### src/rtl/keypad_pkg.sv
// Shared key codes, buffer depth and FSM state encoding for the keypad number-entry block.
package keypad_pkg;

  localparam logic [4:0] KEY_NONE    = 5'h10;
  localparam logic [4:0] KEY_BKSP    = 5'h0E;
  localparam logic [4:0] KEY_ENTER   = 5'h0F;
  localparam logic [4:0] KEY_DEC_MAX = 5'h09;
  localparam logic [4:0] KEY_HEX_MAX = 5'h0D;

  localparam int MAX_DIGITS = 8;

  localparam logic [1:0] ST_IDLE_ENC    = 2'd0;
  localparam logic [1:0] ST_CONVERT_ENC = 2'd1;
  localparam logic [1:0] ST_HOLD_ENC    = 2'd2;

  typedef enum logic [1:0] {
    ST_IDLE    = ST_IDLE_ENC,
    ST_CONVERT = ST_CONVERT_ENC,
    ST_HOLD    = ST_HOLD_ENC
  } state_t;

endpackage

### src/rtl/key_event_detect.sv
// Synchronizes the scanner code, waits for it to settle, and emits one pulse per key press.
module key_event_detect
  import keypad_pkg::*;
#(
  parameter int STABLE_CYCLES = 16
) (
  input  logic       clk,
  input  logic       rst,
  input  logic [4:0] i_key,
  output logic       o_evt,
  output logic [3:0] o_evt_code
);

  localparam int CW = $clog2(STABLE_CYCLES + 1);
  localparam logic [CW-1:0] CNT_LOAD = CW'(STABLE_CYCLES - 1);

  logic [4:0]    r_k_meta;
  logic [4:0]    r_k_s;
  logic [4:0]    r_k_s_d;
  logic [4:0]    r_k_a;
  logic [CW-1:0] r_cnt;
  logic          r_evt;
  logic [3:0]    r_evt_code;

  logic       w_chg;
  logic [4:0] w_k_norm;

  assign w_chg    = (r_k_s != r_k_s_d);
  // Anything above the no-key code is treated as a released keypad.
  assign w_k_norm = (r_k_s_d > KEY_NONE) ? KEY_NONE : r_k_s_d;

  always_ff @(posedge clk or posedge rst) begin
    if (rst) begin
      r_k_meta   <= KEY_NONE;
      r_k_s      <= KEY_NONE;
      r_k_s_d    <= KEY_NONE;
      r_k_a      <= KEY_NONE;
      r_cnt      <= '0;
      r_evt      <= 1'b0;
      r_evt_code <= '0;
    end else begin
      r_k_meta <= i_key;
      r_k_s    <= r_k_meta;
      r_k_s_d  <= r_k_s;
      r_evt    <= 1'b0;
      if (w_chg) begin
        r_cnt <= CNT_LOAD;
      end else if (r_cnt != '0) begin
        r_cnt <= r_cnt - 1'b1;
      end else begin
        r_k_a <= w_k_norm;
        if (r_k_a == KEY_NONE && w_k_norm != KEY_NONE) begin
          r_evt      <= 1'b1;
          r_evt_code <= w_k_norm[3:0];
        end
      end
    end
  end

  assign o_evt      = r_evt;
  assign o_evt_code = r_evt_code;

endmodule

### src/rtl/keypad_num_entry.sv
// Keypad digit buffer with backspace/enter editing, BCD-to-binary converter and valid/ready commit.
// state   | meaning
// IDLE    | accepting key events, editing the digit buffer
// CONVERT | shift-add decimal conversion, one digit per cycle, MSD first
// HOLD    | value_valid high, waiting for the consumer handshake
module keypad_num_entry
  import keypad_pkg::*;
#(
  parameter int STABLE_CYCLES = 16
) (
  input  logic        clk,
  input  logic        rst,
  input  logic [4:0]  key,
  input  logic        dec_mode,
  output logic [31:0] value,
  output logic        value_valid,
  input  logic        value_ready,
  output logic [31:0] digits,
  output logic [3:0]  digit_cnt,
  output logic        busy,
  output logic        full
);

  state_t      r_state;
  logic [31:0] r_digits;
  logic [3:0]  r_cnt;
  logic [31:0] r_acc;
  logic [2:0]  r_idx;
  logic [31:0] r_value;
  logic        r_valid;

  logic        w_evt;
  logic [3:0]  w_evt_code;
  logic [4:0]  w_code;
  logic        w_is_digit;
  logic [3:0]  w_nib;
  logic [31:0] w_acc_next;

  key_event_detect #(.STABLE_CYCLES(STABLE_CYCLES)) u_det (
    .clk        (clk),
    .rst        (rst),
    .i_key      (key),
    .o_evt      (w_evt),
    .o_evt_code (w_evt_code)
  );

  assign w_code     = {1'b0, w_evt_code};
  assign w_is_digit = (w_code <= KEY_DEC_MAX) || (!dec_mode && w_code <= KEY_HEX_MAX);
  assign w_nib      = r_digits[{r_idx, 2'b00} +: 4];
  // acc*10 as two shifts; buffered hex letters in decimal mode simply add their nibble value.
  assign w_acc_next = (r_acc << 3) + (r_acc << 1) + {28'd0, w_nib};

  always_ff @(posedge clk or posedge rst) begin
    if (rst) begin
      r_state  <= ST_IDLE;
      r_digits <= '0;
      r_cnt    <= '0;
      r_acc    <= '0;
      r_idx    <= '0;
      r_value  <= '0;
      r_valid  <= 1'b0;
    end else begin
      case (r_state)
        ST_IDLE: begin
          if (w_evt) begin
            if (w_is_digit) begin
              if (r_cnt < 4'(MAX_DIGITS)) begin
                r_digits <= {r_digits[27:0], w_evt_code};
                r_cnt    <= r_cnt + 1'b1;
              end
            end else if (w_code == KEY_BKSP) begin
              if (r_cnt != '0) begin
                r_digits <= r_digits >> 4;
                r_cnt    <= r_cnt - 1'b1;
              end
            end else if (w_code == KEY_ENTER) begin
              if (dec_mode) begin
                r_acc   <= '0;
                r_idx   <= 3'd7;
                r_state <= ST_CONVERT;
              end else begin
                r_value <= r_digits;
                r_valid <= 1'b1;
                r_state <= ST_HOLD;
              end
            end
          end
        end
        ST_CONVERT: begin
          r_acc <= w_acc_next;
          r_idx <= r_idx - 1'b1;
          if (r_idx == 3'd0) begin
            r_value <= w_acc_next;
            r_valid <= 1'b1;
            r_state <= ST_HOLD;
          end
        end
        ST_HOLD: begin
          if (value_ready) begin
            r_valid  <= 1'b0;
            r_digits <= '0;
            r_cnt    <= '0;
            r_state  <= ST_IDLE;
          end
        end
        default: r_state <= ST_IDLE;
      endcase
    end
  end

  assign value       = r_value;
  assign value_valid = r_valid;
  assign digits      = r_digits;
  assign digit_cnt   = r_cnt;
  assign busy        = (r_state != ST_IDLE);
  assign full        = (r_cnt == 4'(MAX_DIGITS));

endmodule
### config.mk
export PLATFORM = sky130hd
export DESIGN_NAME = keypad_num_entry
export DESIGN_NICKNAME = d
export VERILOG_FILES = /design/src/rtl/keypad_pkg.sv /design/src/rtl/key_event_detect.sv /design/src/rtl/keypad_num_entry.sv
export SDC_FILE = /design/constraint.sdc
export NUM_CORES = 1
export LEC_CHECK = 0
export CAP_MARGIN = 20
export CELL_PAD_IN_SITES_DETAIL_PLACEMENT = 0
export CELL_PAD_IN_SITES_GLOBAL_PLACEMENT = 2
export CORE_ASPECT_RATIO = 1.5
export CORE_MARGIN = 2
export CORE_UTILIZATION = 30
export CTS_CLUSTER_DIAMETER = 40
export CTS_CLUSTER_SIZE = 25
export DETAILED_ROUTE_END_ITERATION = 8
export HOLD_SLACK_MARGIN = 0.12
export MAX_ROUTING_LAYER = met4
export PLACE_DENSITY_LB_ADDON = 0.1
export RECOVER_POWER = 50
export SKIP_CTS_REPAIR_TIMING = 1
export SYNTH_ARGS = -nofsm -noshare
export SYNTH_HDL_FRONTEND = slang
export SYNTH_SLANG_ARGS = --single-unit
### constraint.sdc
create_clock -name clk -period 4.2 [get_ports clk]
set_input_delay 0.63 -clock clk [delete_from_list [all_inputs] [get_ports clk]]
set_output_delay 0.63 -clock clk [all_outputs]
set_load 0.1 [all_outputs]
# Word level (Yosys, flattened, before mapping)
# Cells that the tools add are included.
[word_totals]
reg_bits = 135
output_inout_bits = 71
word_cells = 121
inputBits = 9
[classes]
n_eq_ne = 19
n_reduce_logical = 20
shifts = 1
n_lt_le_gt_ge = 4
mux = 55
bitwise_logic = 2
n_addsub = 6
[ops]
columns = ["cell", "count"]
rows = [
  ["32-bit 2-to-1 mux", 12],
  ["31-bit 2-to-1 mux", 5],
  ["32-bit case mux with 2 select lines", 2],
  ["31-bit case mux with 2 select lines", 1],
  ["32-bit adder", 1],
  ["32-bit by 4-bit adder with 32-bit output", 1],
  ["32-bit by 6-bit variable part select with 4-bit output", 1],
  ["4-bit 2-to-1 mux", 6],
  ["6-bit AND reduction", 3],
  ["3-bit 2-to-1 mux", 5],
  ["5-bit 2-to-1 mux", 3],
  ["2-bit 2-to-1 mux", 7],
  ["2-bit != test, second input constant", 7],
  ["4-bit == test, second input constant", 3],
  ["1-bit 2-to-1 mux", 10],
  ["3-bit != test, second input constant", 3],
  ["4-bit less-or-equal comparator, second input constant", 2],
  ["4-bit case mux with 2 select lines", 1],
  ["8-bit AND reduction", 1],
  ["2-bit nonzero test", 4],
  ["7-bit AND reduction", 1],
  ["2-bit case mux with 3 select lines", 1],
  ["3-bit case mux with 2 select lines", 1],
  ["5-bit == test, second input constant", 1],
  ["23 further kinds", 25],
]

# Depth between registers and ports, before layout
[depth]
depth_word = 7
depth_mapped = 13
mapped_depth_nobuf = 12

# Hierarchy
# From an unflattened synthesis, not the netlist that was laid out.
[hier_totals]
cells_unflattened = 876
area_unflattened_um2 = 8384.3
[by_module_without_submodules]
columns = ["module", "cells_per_inst", "area_each_um2", "seq_area_each_um2", "n_inst"]
rows = [
  ["keypad_num_entry", 799, 7240.7, 2627.5, 1],
  ["key_event_detect", 77, 1143.6, 755.7, 1],
]

# Worst setup path after synthesis
# Ideal clock, no wire load.
[synth_path]
kind = "reg-to-output"
startpoint = "register r_cnt[3] (netlist: digit_cnt[3])"
endpoint = "output port full"
arrival_time_ns = 4.115
slack_ns = -0.545
n_path_buf = 0
stages_incl_launch_ff = 2
t_required_ns = 3.570
cell_sequence = "dfrtp_1 -> nor4b_1"
[synth_via]
elab_chain_cells = 1
[synth_rtl]
columns = ["element", "line_no", "text"]
rows = [
  ["start, declared", "keypad_num_entry.sv:26", "logic [3:0] r_cnt;"],
  ["start signal, assigned", "keypad_num_entry.sv:69", "r_cnt <= r_cnt + 1'b1;"],
  ["start signal, assigned", "keypad_num_entry.sv:74", "r_cnt <= r_cnt - 1'b1;"],
  ["4-bit == test", "keypad_num_entry.sv:116", "assign full = (r_cnt == 4'(MAX_DIGITS));"],
  ["end, declared", "keypad_num_entry.sv:21", "output logic full"],
]
# No other way between the ends.

# Worst setup path after layout
[layout_path]
startpoint = "register r_idx[0]"
endpoint = "register r_acc[20]"
[layout_via]
elab_chain_cells = 3
[layout_rtl]
columns = ["element", "line_no", "text"]
rows = [
  ["start, declared", "keypad_num_entry.sv:28", "logic [2:0] r_idx;"],
  ["start signal, assigned", "keypad_num_entry.sv:91", "r_idx <= r_idx - 1'b1;"],
  ["32-bit by 6-bit variable part select with 4-bit output", "keypad_num_entry.sv:49", "assign w_nib = r_digits[{r_idx, 2'b00} +: 4];"],
  ["32-bit by 4-bit adder with 32-bit output", "keypad_num_entry.sv:51", "assign w_acc_next = (r_acc << 3) + (r_acc << 1) + {28'd0, w_nib};"],
  ["31-bit case mux with 2 select lines", "keypad_num_entry.sv:63", "case (r_state)"],
  ["end signal, assigned", "keypad_num_entry.sv:90", "r_acc <= w_acc_next;"],
  ["end, declared", "keypad_num_entry.sv:27", "logic [31:0] r_acc;"],
]
# No other way between the ends.
# A chain may end at the register's enable or synchronous reset.

==> results.md <==
- Main synth FF type: dfrtp_1
- Cell Rows: 74
- Largest family of logic cells by synthesized area: compound AO/OA/AOI/OAI gates
- Gp weighted congestion: 0.8299
- Endpoints failing setup: 0
- Compound-Gate Fraction of Synth Area: 0.1776
- DRT iter0 DRCs: 260
- Period utilization: 0.9242
- CTS H-tree depth: 4
- Power Dens Cells: 274.4 nW/um^2
- Routed via count: 6969
- Via-to-Cell Ratio: 5.276
- Area Overhead vs Synth: 22.19%
- Leak pwr: 4.768 nW
- DRT Wirelength: 29080 um
- Crit end category: flip-flop
- Global-route usage over all layers: 0.2098
- Maximum VDD drop: 0.2575 mV
- Longest Clk Path Bufs: 2
- Mux contribution to synthesized area: 0.07337
- Mapped Area: 8339 sq um
- WP data required: 4.43 ns
- Core region area: 27310 sq um
- Layout cells sized above 1: 0.1175
- Post-synthesis xor/xnor area fraction: 0.03361
- Unrepaired setup endpoints after global routing: false
- Flops & latches, synth: 135
- Drt drc: 1
- Distinct cell type count after synthesis: 68
- Ant diodes: 0
- Setup TNS: 0 ns
- Hold Path Class: flip-flop to flip-flop
- Fraction of registers with async set/reset: 1.000
- Status: finished with violations
- Die area: 29170 sq um
- Register area share after synthesis: 0.4057
- Cell taking the most area after synthesis: dfrtp_1
- Clock-pin slew on the worst setup and hold paths: 0.07 ns
- Synth top area cells: dfrtp_1 (39%), ha_1 (10%), nand2_1 (6.6%)
- Insertion delay to the later sink of the worst-skew pair: 0.43 ns
- Port buffer count: 79
- CTS tree: built
- Violated checks: design-rule violations, max-capacitance violations, max-slew violations
- Skew final: 0.01055 ns
- Hpwl dp: 21840 um
- Slew Limit Fails: 150
- CTS Buf Count: 17
- Slew Limit Headroom: -0.5742
- Number of synthesized flops with an enable pin: 0
- Fmax: 0.2576 GHz
- YS warnings: 0
- Final #Nets: 1046
- Post-synthesis adder-cell area fraction: 0.1104
- Initial antenna violation count: 0
- Die X: 140.1 um
- Router iterations before antenna repair: 6
- Num ports: 80
- Vias in the first global route: 7346
- Wire length per cell: 22.02 um
- Max-Cap Viols: 3
- Gr ovfl total: 0
- Top-area cell type share of the netlist area: 0.3931
- First-pass GRT wire length: 45060 um
- Synthesized Nets: 954
- Die height: 208.2 um
- Crit start category: flip-flop
- Tot Pwr: 2.796 mW
- Synth Area in Simple Gates: 0.1673
- Endpoints failing hold: 0
- Clock sink count: 135
- Root Driver: clkbuf_16
- Initial core utilization: 0.3053
- Pin count of the biggest net entering global routing: 68
- CP max FO: 6
- Post-DRT Antenna Nets: 0
- Synthesized area per cell: 9.541 sq um
- Tmin final: 3.882 ns
- Synth Instances: 874
- Worst Tran Pin Value: 2.361 ns
- Crit path kind: flip-flop to flip-flop
- Critical path arrival: 4.11 ns
critical path, stage by stage (launching register included):
cell and delay (ns):
dfrtp_1 0.52, buf_4 0.21, mux4_2 0.32, mux2_2 0.29, ha_1 0.27, ha_1 0.23
fa_1 0.44, a21oi_1 0.25, o2111ai_2 0.19, a21oi_1 0.24, o21ai_0 0.17, a21oi_1 0.28
xor2_1 0.18, o31ai_1 0.09
where the power goes:
group	total, mW	switching (mW)	internal [mW]
clock network	1.44	0.667	0.771
logic	0.0435	0.0324	0.0111
registers	1.31	0.00528	1.31
layer usage:
metal | track usage | part of all wire | routed length, um
met1 | 0.2305 | 0.41 | 11790
met3 | 0.03176 | 0.026 | 748
met5 | - | 0 | 0
met4 | 0.07489 | 0.034 | 978
met2 | 0.3827 | 0.54 | 15560
synth_stat cells, types with 10 or more instances:
| cell type | n |
|---|---|
| xor2_1 | 15 |
| nor2_1 | 48 |
| o21ai_0 | 54 |
| ha_1 | 68 |
| buf_2 | 15 |
| nand3_1 | 38 |
| xnor2_1 | 17 |
| a31oi_1 | 20 |
| clkbuf_1 | 21 |
| o31ai_1 | 36 |
| nand2b_1 | 10 |
| inv_1 | 22 |
| o211ai_1 | 12 |
| a21oi_1 | 49 |
| mux2i_1 | 33 |
| dfrtp_1 | 131 |
| a21o_1 | 12 |
| nand2_1 | 146 |
cell families (layout without fill, tap and decap cells):
logic type | after synthesis | after routing
multiplexers | 50 | 50
AO/OA/AOI/OAI | 227 | 227
buffers and inverters | 65 | 170
AND/OR/NAND/NOR | 293 | 293
adder cells (fa/ha/maj) | 72 | 72
flip-flops | 135 | 135
XOR/XNOR | 32 | 32
through the flow:
stage | setup slack (ns) | hold slack [ns] | utilization | instances | instance area (sq um)
2_1_floorplan | 0.3577 | 0.3312 | - | 874 | 8349
3_3_place_gp | 0.4134 | 0.3351 | 0.3549 | 1288 | 9693
3_5_place_dp | 0.3624 | 0.3347 | 0.3549 | 1288 | 9693
4_1_cts | 0.3365 | 0.3503 | 0.3749 | 1320 | 10240
5_1_grt | 0.06238 | 0.3553 | 0.3731 | 1321 | 10190
6_report | 0.3184 | 0.3484 | 0.3731 | 1321 | 10190
cell type report:
type	instances	area, sq um
clock buffers	18	429.2
clock inverters	14	116.4
fillers	2799	17120
inverters	22	83.83
multi-input cells	674	4673
flip-flops and latches	135	3383
well taps	342	427.9
repair buffers	116	1076
path summary, 6_finish.rpt:
path | startpoint | to | slack [ns] | depth (start not counted)
min | u_det.r_k_meta[1]$_DFF_PP0_ | u_det.r_k_s[1]$_DFF_PP0_ | 0.35 | 0
max reg2reg | r_idx[0]$_DFFE_PP0P_ | r_acc[20]$_DFFE_PP0P_ | 0.32 | 13
min reg2reg | u_det.r_k_meta[1]$_DFF_PP0_ | u_det.r_k_s[1]$_DFF_PP0_ | 0.35 | 0
max | r_idx[0]$_DFFE_PP0P_ | r_acc[20]$_DFFE_PP0P_ | 0.32 | 13
max in group asynchronous | rst | digits[31]$_DFFE_PP0P_ | 0.78 | 3
min in group asynchronous | rst | u_det.r_cnt[2]$_DFFE_PP0N_ | 1.02 | 2
cells in the final DEF, fill, tap and decap left out, types with 9 or more instances in the layout:
cell type	netlist	routed
a21o_1	12	12
a21oi_1	49	49
a31oi_1	20	20
buf_4	1	31
clkbuf_16	0	17
clkdlybuf4s50_1	0	73
dfrtp_1	131	131
ha_1	68	68
inv_1	22	21
mux2_2	9	9
mux2i_1	33	33
nand2_1	146	147
nand2b_1	10	10
nand3_1	38	38
nor2_1	48	47
nor3_1	9	10
o211ai_1	12	12
o21ai_0	54	54
o31ai_1	36	36
xnor2_1	17	17
xor2_1	15	15
state kept, by name (all words and copies together), names as in the netlist:
register / flops
r_acc: 31
digit_cnt: 4
digits: 32
u_det.r_k_s_d: 5
u_det.o_evt_code: 4
u_det.r_k_a: 5
u_det.r_k_meta: 5
value_valid: 1
r_idx: 3
r_state: 2
u_det.o_evt: 1
u_det.r_cnt: 5
u_det.r_k_s: 5
value: 32
No activity file was read; power rests on OpenSTA's default activity.
